**src/rtl/dma_req_ctrl.sv**
```systemverilog
// dma_req_ctrl: peripheral-side request sequencer for the PS7 DMAC peripheral
// request interface. Each channel runs an independent transfer of N AXI
// transactions, choosing SINGLE/BURST requests from the FIFO level, tracking
// DMAC completion acknowledges and servicing DMAC flush requests.
module dma_req_ctrl #(
    parameter int NUM_CH       = 1,
    parameter int LEVEL_W      = 8,
    parameter int TXN_W        = 16,
    parameter int BURST_THRESH = 16
) (
    input  logic                      ACLK,
    input  logic                      RSTN,
    input  logic [NUM_CH-1:0]         start,
    input  logic [NUM_CH*TXN_W-1:0]   txn_count,
    input  logic [NUM_CH*LEVEL_W-1:0] level,
    output logic [NUM_CH-1:0]         busy,
    output logic [NUM_CH-1:0]         done,
    output logic [NUM_CH-1:0]         flushed,
    output logic [NUM_CH-1:0]         err,
    output logic [NUM_CH-1:0]         DRVALID,
    output logic [NUM_CH-1:0]         DRLAST,
    output logic [NUM_CH*2-1:0]       DRTYPE,
    input  logic [NUM_CH-1:0]         DRREADY,
    input  logic [NUM_CH-1:0]         DAVALID,
    output logic [NUM_CH-1:0]         DAREADY,
    input  logic [NUM_CH*2-1:0]       DATYPE
);

    typedef enum logic [2:0] {
        ST_IDLE,
        ST_ARM,
        ST_REQ,
        ST_WAIT_ACK,
        ST_FLUSH
    } state_t;

    localparam logic [1:0] TYPE_SINGLE = 2'b00;
    localparam logic [1:0] TYPE_BURST  = 2'b01;
    localparam logic [1:0] TYPE_FLUSH  = 2'b10;
    localparam logic [1:0] TYPE_RSVD   = 2'b11;

    localparam logic [LEVEL_W-1:0] THRESH    = LEVEL_W'(BURST_THRESH);
    localparam logic [TXN_W-1:0]   TXN_ONE   = TXN_W'(1);

    for (genvar c = 0; c < NUM_CH; c++) begin : g_ch
        state_t             state, state_d;
        logic [TXN_W-1:0]   remaining, remaining_d;
        logic [1:0]         req_type, req_type_d;
        logic               busy_q, busy_d;
        logic               done_q, done_d;
        logic               flushed_q, flushed_d;
        logic               err_q, err_d;
        logic               drvalid_q, drvalid_d;
        logic               drlast_q, drlast_d;
        logic [1:0]         drtype_q, drtype_d;
        logic               daready_q, daready_d;

        logic [TXN_W-1:0]   cnt;
        logic [LEVEL_W-1:0] lvl;
        logic [1:0]         atype;
        logic               ack_hs;
        logic               flush_hs;

        assign cnt      = txn_count[c*TXN_W +: TXN_W];
        assign lvl      = level[c*LEVEL_W +: LEVEL_W];
        assign atype    = DATYPE[c*2 +: 2];
        assign ack_hs   = DAVALID[c] & daready_q;
        assign flush_hs = ack_hs & (atype == TYPE_FLUSH);

        // State and registered-output update
        always_ff @(posedge ACLK or negedge RSTN) begin
            if (!RSTN) begin
                state     <= ST_IDLE;
                remaining <= '0;
                req_type  <= TYPE_SINGLE;
                busy_q    <= 1'b0;
                done_q    <= 1'b0;
                flushed_q <= 1'b0;
                err_q     <= 1'b0;
                drvalid_q <= 1'b0;
                drlast_q  <= 1'b0;
                drtype_q  <= TYPE_SINGLE;
                daready_q <= 1'b0;
            end else begin
                state     <= state_d;
                remaining <= remaining_d;
                req_type  <= req_type_d;
                busy_q    <= busy_d;
                done_q    <= done_d;
                flushed_q <= flushed_d;
                err_q     <= err_d;
                drvalid_q <= drvalid_d;
                drlast_q  <= drlast_d;
                drtype_q  <= drtype_d;
                daready_q <= daready_d;
            end
        end

        // Next-state and next-output decode for one channel
        always_comb begin
            state_d     = state;
            remaining_d = remaining;
            req_type_d  = req_type;
            busy_d      = busy_q;
            done_d      = 1'b0;
            flushed_d   = 1'b0;
            err_d       = err_q;
            drvalid_d   = drvalid_q;
            drlast_d    = drlast_q;
            drtype_d    = drtype_q;

            // DAREADY is high only in IDLE/ARM/WAIT_ACK, so a flush handshake
            // can only occur there; handling it first gives it priority over start.
            if (flush_hs) begin
                remaining_d = '0;
                drvalid_d   = 1'b1;
                drtype_d    = TYPE_FLUSH;
                drlast_d    = 1'b0;
                busy_d      = 1'b1;
                state_d     = ST_FLUSH;
            end else begin
                case (state)
                    ST_IDLE: begin
                        if (start[c] && (cnt != '0)) begin
                            remaining_d = cnt;
                            err_d       = 1'b0;
                            busy_d      = 1'b1;
                            state_d     = ST_ARM;
                        end
                    end
                    ST_ARM: begin
                        if (lvl != '0) begin
                            drvalid_d = 1'b1;
                            drtype_d  = (lvl >= THRESH) ? TYPE_BURST : TYPE_SINGLE;
                            drlast_d  = (remaining == TXN_ONE);
                            state_d   = ST_REQ;
                        end
                    end
                    ST_REQ: begin
                        if (DRREADY[c]) begin
                            req_type_d = drtype_q;
                            drvalid_d  = 1'b0;
                            state_d    = ST_WAIT_ACK;
                        end
                    end
                    ST_WAIT_ACK: begin
                        if (ack_hs) begin
                            if (atype == TYPE_RSVD) begin
                                err_d = 1'b1;
                            end else begin
                                remaining_d = remaining - TXN_ONE;
                                if (atype != req_type) begin
                                    err_d = 1'b1;
                                end
                                if (remaining == TXN_ONE) begin
                                    done_d  = 1'b1;
                                    busy_d  = 1'b0;
                                    state_d = ST_IDLE;
                                end else begin
                                    state_d = ST_ARM;
                                end
                            end
                        end
                    end
                    ST_FLUSH: begin
                        if (DRREADY[c]) begin
                            drvalid_d = 1'b0;
                            flushed_d = 1'b1;
                            busy_d    = 1'b0;
                            state_d   = ST_IDLE;
                        end
                    end
                    default: begin
                        state_d = ST_IDLE;
                    end
                endcase
            end

            daready_d = (state_d == ST_IDLE) || (state_d == ST_ARM) ||
                        (state_d == ST_WAIT_ACK);
        end

        assign busy[c]         = busy_q;
        assign done[c]         = done_q;
        assign flushed[c]      = flushed_q;
        assign err[c]          = err_q;
        assign DRVALID[c]      = drvalid_q;
        assign DRLAST[c]       = drlast_q;
        assign DRTYPE[c*2 +: 2] = drtype_q;
        assign DAREADY[c]      = daready_q;
    end

endmodule
```
**config.mk**
```make
export PLATFORM = sky130hd
export DESIGN_NAME = dma_req_ctrl
export DESIGN_NICKNAME = d
export VERILOG_FILES = /design/src/rtl/dma_req_ctrl.sv
export SDC_FILE = /design/constraint.sdc
export NUM_CORES = 1
export LEC_CHECK = 0
export ABC_CLOCK_PERIOD_IN_PS = 2400
export CAP_MARGIN = 30
export CORE_MARGIN = 2
export CORE_UTILIZATION = 51
export CTS_CLUSTER_DIAMETER = 200
export DETAILED_ROUTE_END_ITERATION = 10
export HOLD_SLACK_MARGIN = 0.02
export PLACE_DENSITY_LB_ADDON = 0.08
export SYNTH_ARGS = -nofsm -noshare
export SYNTH_HDL_FRONTEND = slang
export SYNTH_SLANG_ARGS = --single-unit
export TNS_END_PERCENT = 20
```
**constraint.sdc**
```tcl
create_clock -name ACLK -period 2.4 [get_ports ACLK]
set_input_delay 0.24 -clock ACLK [delete_from_list [all_inputs] [get_ports ACLK]]
set_output_delay 0.24 -clock ACLK [all_outputs]
set_load 0.05 [all_outputs]
```
==> flow_summary.json <==
{
  "critPathTopFamily": "simple AND/OR/NAND/NOR gates",
  "r2r_start": "g_ch[0].remaining[0]$_DFFE_PN0P_",
  "timing.hold.ws_ns": 0.349,
  "grt_max_degree": 31,
  "pre_cts_slack_ns": 0.259,
  "crit_path_end": "g_ch[0].remaining[8]$_DFFE_PN0P_",
  "hold_viol_final": 0,
  "hold_class": "input pin to asynchronous set/reset pin",
  "ff2ff_setup_slack_ns": 0.49,
  "fin_worst_skew_ns": 0.00648,
  "drtAntennaViolNets": 0,
  "slew_viol_final": 0,
  "mappedNetlistArea_um2": 1940,
  "synth_edf_count": 0,
  "io_pins": 40,
  "crit_path_cell_trace": "inv_1, ha_1, or3b_2, nor2_2, nor2_1, o21ai_0, o21ai_1",
  "maxCapViolations": 0,
  "synthToLayoutAreaGrowth_pct": 27.0,
  "path_buf_inv": 1,
  "crit_type": "register to register",
  "post-route-util_pct": 67.4,
  "setup_ws_ns": 0.487,
  "arrival_ns": 2.08,
  "worst_slew_pin_slew_ns": 0.529,
  "overflow": 0,
  "powerDensity_nw_per_um2": 1120,
  "yosysUniqueCellTypes": 55,
  "rsz0062_at_grt": "false",
  "rr_worst_depth": 7,
  "relSlewSlack_pct": 64.7,
  "rows": 22,
  "postCtsHoldBufs": 0,
  "r2r-end": "g_ch[0].remaining[8]$_DFFE_PN0P_",
  "leakagePower_nw": 0.975,
  "cts.path.max_buffers": 2,
  "post_cts_buffers": 0,
  "ys_seq_elements": 30,
  "irDropWorstVdd_v": 0.000757,
  "syn_inst": 223,
  "diodes": 0,
  "dr.pass1.iters": 4,
  "drt_wl_total_um": 5040,
  "antenna_found_initial": 0,
  "min_period_ns": 1.91,
  "place_hpwl_um": 3710,
  "setup_tns_ns": 0,
  "end_kind": "register",
  "vias_per_cell": 6.03,
  "start_util_pct": 53.0,
  "drt_first_iter_violations": 110,
  "clkSinkCount": 30,
  "wl_per_cell_um": 16.1,
  "grt_pass1_wl_um": 8400,
  "cts_tree": "done",
  "clock-root-buffer": "clkbuf_8",
  "drive_gt1_share_pct": 13.2,
  "worstSkewPairLatency_ns": 0.28,
  "synth-main-ff-cell": "dfrtp_1",
  "vias": 1888,
  "critPathLaunchType": "register",
  "fin_crit_sh_pct": 79.7,
  "slowest_stage": "or3b_2",
  "grtUsageTotal_pct": 25.9,
  "num-nets-final": 298,
  "synth.net_count": 256,
  "worstPathMaxFanout": 7,
  "fmax_mhz": 523,
  "avgSynthCellArea_um2": 8.71,
  "path_clk_slew_ns": 0.06,
  "yosys_warnings": 0,
  "cts_resized": 0,
  "die_h_um": 65.7,
  "ys_seq_area_share_pct": 38.7,
  "core_um2": 3660,
  "worst-path-stages": 7,
  "die_area_um2": 4320,
  "gp_congestion": 0.900,
  "status": "complete, no violations",
  "setup_viol": 0,
  "slowest_delay_ns": 0.51,
  "port_buffers": 39,
  "async_flop_share_pct": 100,
  "grt_pass1_vias": 1803,
  "fp.dieW_um": 65.7,
  "crit_start": "g_ch[0].remaining[0]$_DFFE_PN0P_",
  "cts_made_buffers": 5,
  "drc_errors": 0,
  "cp.required_ns": 2.56,
  "htreeDepth": 2
}
-- cells in the mapped netlist, drive strengths merged (2+ instances only) --
library cell  instances  area [µm²]
nor3b                 3        27.5
nand4                 2        12.5
o21ai                38         190
inv                   5        18.8
or4                   5        45.0
and3                  3        18.8
o211ai                2        15.0
clkbuf                3        11.3
a21oi                22         114
or3                   2        12.5
dfrtp                30         751
nor4                 10        93.8
and2                  4        27.5
o31ai                 2        15.0
buf                  10        58.8
nor4b                 2        23.8
nand2                12        45.0
and4b                 2        20.0
nor2                 26         115
a22oi                 3        22.5
or3b                  2        17.5
mux2                  2        22.5
a31oi                 3        18.8
ha                    2        25.0
nor3                 12        65.1
-- area by class of cell --
cell class                 instances  area, µm²
timing repair buffer              48        458
clock buffer                       7       76.3
multi-input combinational        175       1100
sequential                        30        751
tap                               48       60.1
inverter                           5       18.8
fill                             306       1190
-- routing by layer --
| metal | GRT usage, % | share of wire, % |
|---|---|---|
| met5 | 0 | 0 |
| met2 | 45.5 | 50 |
| met1 | 30.3 | 43 |
| met3 | 5.65 | 3.9 |
| met4 | 10.4 | 2.8 |
-- kinds of logic (layout without fill, tap and decap cells) --
group	Yosys count	count (layout)	share of synthesized area (%)
xor+xnor	1	1	0.451
simple gates	92	92	29.7
mux	2	2	1.16
compound gates	78	78	24.2
fa+ha+maj	2	2	1.29
buf+inv	18	60	4.57
flops	30	30	38.7
-- registers in the layout, indices dropped and copies added (netlist names) --
register / count
g_ch.remaining: 16
g_ch.state: 3
DRTYPE: 2
g_ch.req_type: 2
DAREADY: 1
DRLAST: 1
DRVALID: 1
busy: 1
done: 1
err: 1
flushed: 1
-- cells in the final DEF, fill, tap and decap left out, types with 3 or more instances in the layout --
master,count
nor4_2,5
nor3_1,11
nor2_1,23
and3_1,3
dfrtp_1,30
o21ai_0,10
inv_1,4
or4_1,3
clkdlybuf4s50_1,39
a31oi_1,3
o21ai_1,28
a21oi_1,21
nor4_1,5
nand2_1,12
and2_1,3
clkbuf_8,5
buf_4,9
a22oi_1,3
-- report_power, final --
| group | internal [W] | leakage, nW | switching [W] |
|---|---|---|---|
| Clock | 0.000199 | 0.0383 | 0.000179 |
| Sequential | 0.000702 | 0.378 | 0.000236 |
| Combinational | 0.000587 | 0.559 | 0.000863 |
| Total | 0.00149 | 0.975 | 0.00128 |
-- worst min path at each step --
stage	from	end	slack, ns	cells after the start
CTS	RSTN	g_ch[0].remaining[8]$_DFFE_PN0P_	0.36	2
global route	RSTN	g_ch[0].remaining[14]$_DFFE_PN0P_	0.38	2
floorplan	RSTN	DAREADY$_DFF_PN0_	-0.06	0
detailed placement	DRTYPE[1]$_DFFE_PN0P_	DRTYPE[1]$_DFFE_PN0P_	0.49	2
finish	RSTN	g_ch[0].remaining[12]$_DFFE_PN0P_	0.35	2
global placement	g_ch[0].remaining[14]$_DFFE_PN0P_	g_ch[0].remaining[14]$_DFFE_PN0P_	0.50	2
-- stage by stage --
step                      area [µm²]  instances  power, W
after floorplan                 1940        223   0.00198
after global placement          2390        306   0.00236
after detailed placement        2390        306   0.00238
after CTS                       2470        313   0.00277
after global routing            2470        313   0.00296
final                           2470        313   0.00277
(Power assumes the default switching activity.)
